[config.mk]
export PLATFORM = sky130hd
export DESIGN_NAME = banner_scroller_n
export DESIGN_NICKNAME = d
export VERILOG_FILES = /design/src/rtl/banner_pkg.sv /design/src/rtl/hex7seg_decoder.sv /design/src/rtl/banner_scroller_n.sv
export SDC_FILE = /design/constraint.sdc
export NUM_CORES = 1
export LEC_CHECK = 0
export CORE_ASPECT_RATIO = 0.7
export CORE_MARGIN = 2
export CORE_UTILIZATION = 45
export CTS_BUF_LIST = sky130_fd_sc_hd__clkbuf_4
export CTS_CLUSTER_SIZE = 12
export DETAILED_ROUTE_END_ITERATION = 10
export SLEW_MARGIN = 30
export SYNTH_ARGS = -nofsm -noshare
export SYNTH_HDL_FRONTEND = slang
export SYNTH_SLANG_ARGS = --single-unit
[constraint.sdc]
create_clock -name clock -period 30.3 [get_ports clock]
set_input_delay 6.06 -clock clock [delete_from_list [all_inputs] [get_ports clock]]
set_output_delay 6.06 -clock clock [all_outputs]
set_load 0.005 [all_outputs]
[src/rtl/banner_pkg.sv]
// -----------------------------------------------------------------------------
// banner_pkg
// Shared definitions for the scrolling 7-segment banner:
//   - 4-bit symbol codes (0-9, A, b, C, d, E, blank)
//   - active-low 7-segment patterns, bit order {g,f,e,d,c,b,a}
//   - clamp_len(): limits a requested message length to the buffer depth
// No ports (package).
// -----------------------------------------------------------------------------
package banner_pkg;

    localparam logic [3:0] SYM_0     = 4'h0;
    localparam logic [3:0] SYM_1     = 4'h1;
    localparam logic [3:0] SYM_2     = 4'h2;
    localparam logic [3:0] SYM_3     = 4'h3;
    localparam logic [3:0] SYM_4     = 4'h4;
    localparam logic [3:0] SYM_5     = 4'h5;
    localparam logic [3:0] SYM_6     = 4'h6;
    localparam logic [3:0] SYM_7     = 4'h7;
    localparam logic [3:0] SYM_8     = 4'h8;
    localparam logic [3:0] SYM_9     = 4'h9;
    localparam logic [3:0] SYM_A     = 4'hA;
    localparam logic [3:0] SYM_B     = 4'hB;
    localparam logic [3:0] SYM_C     = 4'hC;
    localparam logic [3:0] SYM_D     = 4'hD;
    localparam logic [3:0] SYM_E     = 4'hE;
    localparam logic [3:0] SYM_BLANK = 4'hF;

    // Active-low segments: a 0 lights the segment.
    localparam logic [6:0] SEG_0     = 7'h40;
    localparam logic [6:0] SEG_1     = 7'h79;
    localparam logic [6:0] SEG_2     = 7'h24;
    localparam logic [6:0] SEG_3     = 7'h30;
    localparam logic [6:0] SEG_4     = 7'h19;
    localparam logic [6:0] SEG_5     = 7'h12;
    localparam logic [6:0] SEG_6     = 7'h02;
    localparam logic [6:0] SEG_7     = 7'h78;
    localparam logic [6:0] SEG_8     = 7'h00;
    localparam logic [6:0] SEG_9     = 7'h10;
    localparam logic [6:0] SEG_A     = 7'h08;
    localparam logic [6:0] SEG_B     = 7'h03;
    localparam logic [6:0] SEG_C     = 7'h46;
    localparam logic [6:0] SEG_D     = 7'h21;
    localparam logic [6:0] SEG_E     = 7'h06;
    localparam logic [6:0] SEG_BLANK = 7'h7F;

    // Requested lengths beyond the buffer depth use the whole buffer.
    function automatic int unsigned clamp_len(input int unsigned len,
                                              input int unsigned max_len);
        return (len > max_len) ? max_len : len;
    endfunction

endpackage

[src/rtl/hex7seg_decoder.sv]
// -----------------------------------------------------------------------------
// hex7seg_decoder
// Combinational symbol-to-segment decoder.
// Ports:
//   sym  in  4  symbol code (0-9, A, b, C, d, E, F = blank)
//   seg  out 7  active-low segment pattern {g,f,e,d,c,b,a}
// -----------------------------------------------------------------------------
module hex7seg_decoder
    import banner_pkg::*;
(
    input  logic [3:0] sym,
    output logic [6:0] seg
);

    always_comb begin
        seg = SEG_BLANK;
        case (sym)
            SYM_0:     seg = SEG_0;
            SYM_1:     seg = SEG_1;
            SYM_2:     seg = SEG_2;
            SYM_3:     seg = SEG_3;
            SYM_4:     seg = SEG_4;
            SYM_5:     seg = SEG_5;
            SYM_6:     seg = SEG_6;
            SYM_7:     seg = SEG_7;
            SYM_8:     seg = SEG_8;
            SYM_9:     seg = SEG_9;
            SYM_A:     seg = SEG_A;
            SYM_B:     seg = SEG_B;
            SYM_C:     seg = SEG_C;
            SYM_D:     seg = SEG_D;
            SYM_E:     seg = SEG_E;
            default:   seg = SEG_BLANK;
        endcase
    end

endmodule

[src/rtl/banner_scroller_n.sv]
// -----------------------------------------------------------------------------
// banner_scroller_n
// Scrolls a runtime-writable message of up to MSG_MAX symbols across DIGITS
// multiplexed 7-segment digits.
// Ports:
//   clock        in   1        system clock
//   reset        in   1        synchronous active-high reset
//   en           in   1        1 = scroll advances, 0 = frozen (refresh runs)
//   dir          in   1        0 = scroll left (ptr+1), 1 = scroll right (ptr-1)
//   step_period  in   STEP_W   clocks per scroll step (0 behaves as 1)
//   msg_len      in   LEN_W    active length, 0 = blank, clamps to MSG_MAX
//   wr_en        in   1        message write strobe
//   wr_addr      in   ADDR_W   write address (>= MSG_MAX ignored)
//   wr_data      in   4        symbol to write
//   segment      out  7        active-low segments {g..a}, registered
//   anode        out  DIGITS   active-low one-hot digit select, registered
//   step         out  1        one-cycle pulse per scroll advance
// -----------------------------------------------------------------------------
module banner_scroller_n
    import banner_pkg::*;
#(
    parameter int DIGITS      = 4,
    parameter int MSG_MAX     = 16,
    parameter int REFRESH_DIV = 1024,
    parameter int STEP_W      = 24
) (
    input  logic                         clock,
    input  logic                         reset,
    input  logic                         en,
    input  logic                         dir,
    input  logic [STEP_W-1:0]            step_period,
    input  logic [$clog2(MSG_MAX+1)-1:0] msg_len,
    input  logic                         wr_en,
    input  logic [$clog2(MSG_MAX)-1:0]   wr_addr,
    input  logic [3:0]                   wr_data,
    output logic [6:0]                   segment,
    output logic [DIGITS-1:0]            anode,
    output logic                         step
);

    localparam int LEN_W  = $clog2(MSG_MAX + 1);
    localparam int ADDR_W = $clog2(MSG_MAX);
    localparam int REF_W  = (REFRESH_DIV > 2) ? $clog2(REFRESH_DIV) : 1;
    localparam int DIG_W  = $clog2(DIGITS);
    // ptr + digit index stays below MSG_MAX + DIGITS <= 2*MSG_MAX
    localparam int SUM_W  = LEN_W + 1;

    logic [3:0]        msg_q [MSG_MAX];
    logic [3:0]        msg_d [MSG_MAX];
    logic [REF_W-1:0]  ref_q, ref_d;
    logic [DIG_W-1:0]  dig_q, dig_d;
    logic [STEP_W-1:0] cnt_q, cnt_d;
    logic [ADDR_W-1:0] ptr_q, ptr_d;
    logic              step_q, step_d;
    logic [DIGITS-1:0] anode_q, anode_d;
    logic [6:0]        seg_q, seg_d;

    logic [LEN_W-1:0]  len_c;
    logic [LEN_W-1:0]  ptr_w;
    logic [STEP_W-1:0] period_m1;
    logic              ptr_bad;
    logic [SUM_W-1:0]  sum;
    logic [3:0]        sym_sel;
    logic [6:0]        seg_dec;

    assign len_c = LEN_W'(clamp_len(int'(msg_len), MSG_MAX));
    assign ptr_w = LEN_W'(ptr_q);

    // ---------------------------------------------------------------
    // Message buffer
    // ---------------------------------------------------------------
    always_comb begin
        msg_d = msg_q;
        if (wr_en && (int'(wr_addr) < MSG_MAX)) begin
            msg_d[wr_addr] = wr_data;
        end
    end

    // ---------------------------------------------------------------
    // Refresh: slot counter and digit index
    // ---------------------------------------------------------------
    always_comb begin
        ref_d = ref_q + REF_W'(1);
        dig_d = dig_q;
        if (ref_q == REF_W'(REFRESH_DIV - 1)) begin
            ref_d = '0;
            dig_d = (dig_q == DIG_W'(DIGITS - 1)) ? '0 : dig_q + DIG_W'(1);
        end
    end

    // ---------------------------------------------------------------
    // Step timer and scroll pointer
    // ---------------------------------------------------------------
    assign period_m1 = (step_period == '0) ? '0 : step_period - STEP_W'(1);

    // A shrinking msg_len can leave ptr outside the message; the repair
    // cycle takes priority over the timer, which holds for that cycle.
    assign ptr_bad = (len_c == '0) ? (ptr_q != '0) : (ptr_w >= len_c);

    always_comb begin
        cnt_d  = cnt_q;
        ptr_d  = ptr_q;
        step_d = 1'b0;
        if (ptr_bad) begin
            ptr_d = '0;
        end else if (en) begin
            if (cnt_q >= period_m1) begin
                cnt_d  = '0;
                step_d = 1'b1;
                if (len_c != '0) begin
                    if (!dir) begin
                        ptr_d = ((ptr_w + LEN_W'(1)) == len_c) ? '0
                                                                : ptr_q + ADDR_W'(1);
                    end else begin
                        ptr_d = (ptr_q == '0) ? ADDR_W'(len_c - LEN_W'(1))
                                              : ptr_q - ADDR_W'(1);
                    end
                end
            end else begin
                cnt_d = cnt_q + STEP_W'(1);
            end
        end
    end

    // ---------------------------------------------------------------
    // Symbol fetch: (ptr + k) mod L by repeated subtraction. When
    // L < DIGITS the sum can exceed L several times, hence DIGITS passes.
    // ---------------------------------------------------------------
    always_comb begin
        sum = SUM_W'(ptr_q) + SUM_W'(dig_q);
        for (int i = 0; i < DIGITS; i++) begin
            if ((len_c != '0) && (sum >= SUM_W'(len_c))) begin
                sum = sum - SUM_W'(len_c);
            end
        end
    end

    always_comb begin
        sym_sel = SYM_BLANK;
        if (len_c != '0) begin
            sym_sel = msg_q[ADDR_W'(sum)];
        end
    end

    hex7seg_decoder u_dec (
        .sym (sym_sel),
        .seg (seg_dec)
    );

    // Both output registers sample the same state so anode and segment
    // always change on the same edge.
    always_comb begin
        anode_d = ~(DIGITS'(1) << (DIGITS - 1 - int'(dig_q)));
        seg_d   = seg_dec;
    end

    // ---------------------------------------------------------------
    // State registers
    // ---------------------------------------------------------------
    always_ff @(posedge clock) begin
        if (reset) begin
            for (int i = 0; i < MSG_MAX; i++) begin
                msg_q[i] <= 4'(i % 10);
            end
            ref_q   <= '0;
            dig_q   <= '0;
            cnt_q   <= '0;
            ptr_q   <= '0;
            step_q  <= 1'b0;
            anode_q <= '1;
            seg_q   <= SEG_BLANK;
        end else begin
            msg_q   <= msg_d;
            ref_q   <= ref_d;
            dig_q   <= dig_d;
            cnt_q   <= cnt_d;
            ptr_q   <= ptr_d;
            step_q  <= step_d;
            anode_q <= anode_d;
            seg_q   <= seg_d;
        end
    end

    assign segment = seg_q;
    assign anode   = anode_q;
    assign step    = step_q;

endmodule
==> metrics.txt, run 1 <==
Placed Cells 1148; Die H 114 um; drt via density 5.30; first-pass GRT wire length 30.8 mm; Slew Limit Fails 0; Synth top area share 29.8%; Detailed Place HPWL 13.5 mm; vias in the first global route 5786; DR WL/cell 15.7 um; kind of critical path input port to flop; number of remaining DRC errors 0; Slowest cell on crit path mux2i_4; Worst-Margin Slew 884 ps; Arr. time, crit path 16500 ps; antenna violations before repair 1; critical path peak fanout 15; Req. time, crit path 30720 ps; Syn. warnings 0; EDFF count, synth 0; total global routing overflow 0; IO Pins 54; Max IR drop VDD 0.0680 mV; ys flop type dfxtp_1; setup TNS 0 ps; Final #Nets 1049; hold_buf cts 0; Tcrit/Tclk final 53.0%; Final min period 16070 ps; Final Worst Setup Slack 14230 ps; Top Family by Delay on Critical Path compound AO/OA/AOI/OAI gates; dominant cell type by area after synthesis dfxtp_1; fraction of layout cells with a size suffix above 1 7.80%; synth-to-layout area growth 13.1%; fmax 0.0622 GHz; critical path's largest stage delay 610 ps; Area contributors post-synth dfxtp_1 30%, mux2i_1 12%, ha_1 11%; most used standard cell by instance count after synthesis nor2_1; synth cell count leaders 122 x nor2_1, 116 x dfxtp_1, 103 x nand2_1; post-cts sizing count 0; hold path depth 2; Hold WC Path Type flop to flop; DR vias 6257; Buf/Inv on CP 6; Clock Path Buffers 2; First-pass DRT Iterations 5; Inserted Clock Buffers 17; sequential area share after synthesis 29.8%; final setup violation count 0; Post-DRT Antenna Nets 0; Syn Area/Cell 8.72 um2; Core Rows 40; Post-Synthesis Cell Area 7800 um2; FF-to-FF path depth 42; Worst setup EP type flop; clock skew 24.2 ps; clock latency at the later pin of the worst-skew pair 550 ps; core area 17100 um2; Critical Path Stages 43; TritonCTS clock tree built; IO Port Bufs 53; synthesis-stage register bit count 116; Static Leakage 3.70 nW; Setup crit start kind input port; Slew Limit Headroom 40.3%; final hold vios 0; die area 18400 um2; syn_nets 1008; clock sinks 116; routed wire length 18.5 mm; Die W 161 um; Post-synth ARST share 0%; H-Tree Level Count 4; First DRT Iteration DRCs 454; Placer Congestion 0.906; clk root buf clkbuf_4; Power Density 84.0 nW/um2; Total GRT Usage 21.1%; Starting Density 45.7%; buffers inserted by post-CTS timing repair 0; Clock transition at path regs 120 ps; synthesized instance count 895; library cells used by synthesis 70; outcome finished clean; max cap viols 0; pre-CTS setup slack 13820 ps; RSZ-0062 raised after global routing false; Post-Layout Cell Count 1181; largest net degree at the start of global routing 54
==> layout by cell type, fill, tap and decap left out, types with 4 or more instances in the layout <==
cell             instances
a21o_1                  16
a21oi_1                 35
a221oi_1                 4
and3_1                  12
buf_4                    4
bufinv_16                4
clkbuf_4                20
clkdlybuf4s50_1         52
dfxtp_1                116
fa_1                     5
ha_1                    66
inv_1                   24
mux2_2                  13
mux2i_1                 95
mux4_2                   4
nand2_1                103
nand2b_1                13
nand3_1                 26
nand3b_1                 7
nand4_1                  9
nor2_1                 122
nor2b_1                 10
nor3_1                  12
nor4_1                   4
o21a_1                   5
o21ai_0                 12
o31a_1                   7
or2_2                    4
or3_1                    5
xnor2_1                 36
xor2_1                  30
==> report_power, final <==
part	internal [mW]	switching (mW)	leakage [nW]	total, mW
Clock	0.0686	0.0643	0.172	0.133
Combinational	0.196	0.248	2.59	0.445
Sequential	0.161	0.00240	0.940	0.163
==> metrics by stage <==
stage	hold WS (ps)	util, %	power (mW)	cell area [um2]
2_1_floorplan	430	-	0.520	7800
3_5_place_dp	457	49.7	0.605	8490
3_3_place_gp	446	49.6	0.600	8470
5_1_grt	493	51.7	0.798	8820
4_1_cts	480	51.7	0.739	8820
6_report	477	51.7	0.741	8820
==> flip-flops by register name (all words and copies together) (netlist names) <==
name,count
ptr_q,4
ref_q,10
dig_q,2
cnt_q,24
msg_q,64
anode,4
step,1
segment,7
==> worst reg2reg max path: cells and delay by family, from the launching register on <==
family | cells | cell delay (ps)
mux | 7 | 2340
flops | 1 | 380
buf+inv | 3 | 540
simple gates | 8 | 1000
compound gates | 15 | 3050
fa+ha+maj | 9 | 2780
==> final timing paths <==
kind / to / slack [ps] / from
worst min register to register: msg_q[63] / 480 / msg_q[63]
worst max-delay path: segment[3] / 14230 / msg_len[4]
worst max register to register: segment[3] / 20120 / dig_q[0]
worst min-delay path: msg_q[63] / 480 / msg_q[63]
==> layer usage <==
| layer | wire length [um] | global-route usage (%) | up-vias |
|---|---|---|---|
| li1 | - | - | 3235 |
| met1 | 10100 | 32.9 | 2859 |
| met2 | 7240 | 28.9 | 150 |
| met3 | 975 | 4.49 | 13 |
| met4 | 164 | 5.00 | 0 |
| met5 | 0 | 0 | - |
==> cell type report <==
class	instances	area, um2
clock buffers	20	150
inverters	26	97.6
diodes	1	2.50
repair buffers	58	571
flip-flops and latches	116	2320
fillers	1614	8240
multi-input cells	717	5210
well taps	231	289
clock inverters	12	179
==> cell families after synthesis <==
logic type | Yosys count | share of synthesized area, %
AO/OA/AOI/OAI | 122 | 11.2
XOR/XNOR | 66 | 7.41
adder cells (fa/ha/maj) | 71 | 11.9
buffers and inverters | 62 | 3.48
flip-flops | 116 | 29.8
multiplexers | 119 | 16.5
AND/OR/NAND/NOR | 339 | 19.8
(Power assumes the default switching activity.)
==> inputs of run 2 (changes only) <==
==> constraint.sdc (replaced) <==
create_clock -name clock -period 15.11 [get_ports clock]
set_input_delay 3.022 -clock clock [delete_from_list [all_inputs] [get_ports clock]]
set_output_delay 3.022 -clock clock [all_outputs]
set_load 0.005 [all_outputs]
==> run 2 against run 1 <==
Compared with the run above: clock-buffer cell count decreased by 2; critical path depth decreased by 2; non-clock buffer count unchanged; sequential power increased by 100%; setup slack got worse by 12000 ps; global-route usage decreased by 0.15 points; combinational power increased by 100%; highest routed layer unchanged.
==> metrics.txt, run 2 (synthesis gave the netlist of run 1 again) <==
critical path peak fanout 15 (unchanged); Arr. time, crit path 13460 ps (-3040 ps); total global routing overflow 0 (unchanged); Hold WC Path Type flop to flop; vias in the first global route 5873 (+1.5%); fraction of layout cells with a size suffix above 1 7.69% (-0.11 points); hold path depth 2 (unchanged); drt via density 5.31 (+0.16%); FF-to-FF path depth 40 (-4.8%); die area 18400 um2 (unchanged); Detailed Place HPWL 13.4 mm (-0.61%); First DRT Iteration DRCs 534 (+18%); Psw 647 uW (+110%); Post-DRT Antenna Nets 0 (unchanged); clock skew 11.9 ps (-12.3 ps); switch share 43.2% (+0.65 points); IO Pins 54 (unchanged); setup TNS 0 ps (unchanged); first-pass GRT wire length 30.7 mm (-0.33%); Max IR drop VDD 0.122 mV (+79%); Core Util, Final 51.6% (about the same); clock sinks 116 (unchanged); routed wire length 18.4 mm (-0.70%); largest net degree at the start of global routing 54 (unchanged); Hold Crit Start msg_q[63]; final setup violation count 0 (unchanged); reg-to-reg endpoint segment[3]; Total GRT Usage 20.9% (-0.15 points); area occupied by multi-input gates 5210 um2 (unchanged); Power Density 170 nW/um2 (+100%); most frequent cells in the layout 122 x nor2_1, 116 x dfxtp_1, 103 x nand2_1; Clock transition at path regs 110 ps (about the same); Slew Limit Headroom 39.6% (-0.64 points); Top Registers msg_q (64), cnt_q (24), ref_q (10); overall power 1.50 mW (+100%); Tcrit/Tclk final 86.4%; Placer Congestion 0.905 (about the same); synth-to-layout area growth 13.0% (about the same); fmax 0.0766 GHz; Register Area 2320 um2 (unchanged); Clock power frac 17.3% (-0.6 points); outcome finished clean; clk root buf clkbuf_4; FF-to-FF Start dig_q[0]; Final #Nets 1049 (unchanged); Slew Limit Fails 0 (unchanged); Inserted Clock Buffers 17 (unchanged); Starting Density 45.7% (unchanged); First-pass DRT Iterations 5 (unchanged); internal power 851 uW (+100%); Worst R2R Setup Slack 4890 ps (-15230 ps); DR vias 6267 (+0.16%); critical path's largest stage delay 620 ps (about the same); Static Leakage 3.70 nW (about the same); sequential share of power 21.9% (about the same); Core Rows 40 (unchanged); post-cts sizing count 0 (unchanged); H-Tree Level Count 4 (unchanged); Die H 114 um (unchanged); final hold vios 0 (unchanged); Req. time, crit path 15520 ps (-15200 ps); RSZ-0062 raised after global routing false; buffers inserted by post-CTS timing repair 0 (unchanged); Final min period 13050 ps; max cap viols 0 (unchanged); core area 17100 um2 (unchanged); Worst-Margin Slew 903 ps (+18.9 ps); kind of critical path input port to flop; Setup crit start kind input port; Largest register FFs 64 (unchanged); fillcell total 1581 (-2.0%); IO Port Bufs 53 (unchanged); Worst setup EP type flop; Die W 161 um (unchanged); commonest non-fill, non-tap cell in the layout nor2_1; Comb pwr share 60.8% (+0.8 points); antenna violations before repair 1 (unchanged); Hold Crit Endpoint msg_q[63]; number of remaining DRC errors 0 (unchanged); clock latency at the later pin of the worst-skew pair 540 ps (about the same); Slowest cell on crit path mux2i_4; TritonCTS clock tree built; Clock Path Buffers 2 (unchanged); hold_buf cts 0 (unchanged); Reg with most FFs msg_q; DR WL/cell 15.6 um (-0.70%)
[run 2: metrics by stage]
step / instance area, um2 / hold slack, ps / setup WS (ps) / cells
after detailed placement: 8490 / 457 / 1660 / 1148
after CTS: 8810 / 478 / 2210 / 1180
after global routing: 8810 / 494 / 1440 / 1181
final: 8810 / 472 / 2060 / 1181
after global placement: 8470 / 446 / 1680 / 1147
after floorplan: 7800 / 430 / 3330 / 895
[run 2: per-layer routing]
layer	GRT usage, %	part of all wire [%]	up-vias
met1	32.6	55	2860
li1	-	-	3225
met2	28.9	39	172
met4	4.70	0.74	0
met5	0	0	-
met3	4.56	5.2	10
[run 2: power groups by stage]
stage	sequential [mW]	clock, mW	combinational [mW]
2_1_floorplan	0.335	0	0.707
3_3_place_gp	0.334	0	0.869
3_5_place_dp	0.335	0	0.883
4_1_cts	0.328	0.267	0.892
5_1_grt	0.329	0.279	0.991
6_report	0.328	0.259	0.911
[run 2: area by class of cell]
cell class / count / share of cell area, %
Clock inverter: 14 / 2.10
Clock buffer: 18 / 1.53
Antenna cell: 1 / 0.0284
Tap cell: 231 / 3.28
Multi-Input combinational cell: 717 / 59.1
Sequential cell: 116 / 26.3
Inverter: 26 / 1.11
Timing Repair Buffer: 58 / 6.47
[run 2: worst max-delay path by stage]
stage	startpoint	end	slack [ps]	depth (start not counted)
floorplan	msg_len[4]	segment[3]	3330	42
global placement	msg_len[4]	segment[3]	1680	41
detailed placement	msg_len[4]	segment[3]	1660	42
CTS	msg_len[4]	segment[3]	2210	42
global route	msg_len[4]	segment[3]	1440	43
finish	msg_len[4]	segment[3]	2060	41
[run 2: worst max-delay path, delay by kind of cell]
kind                     cells  cell delay (ps)
multiplexers                 8             2690
AND/OR/NAND/NOR              8             1080
buffers and inverters        5             1620
adder cells (fa/ha/maj)      7             2310
AO/OA/AOI/OAI               13             2710
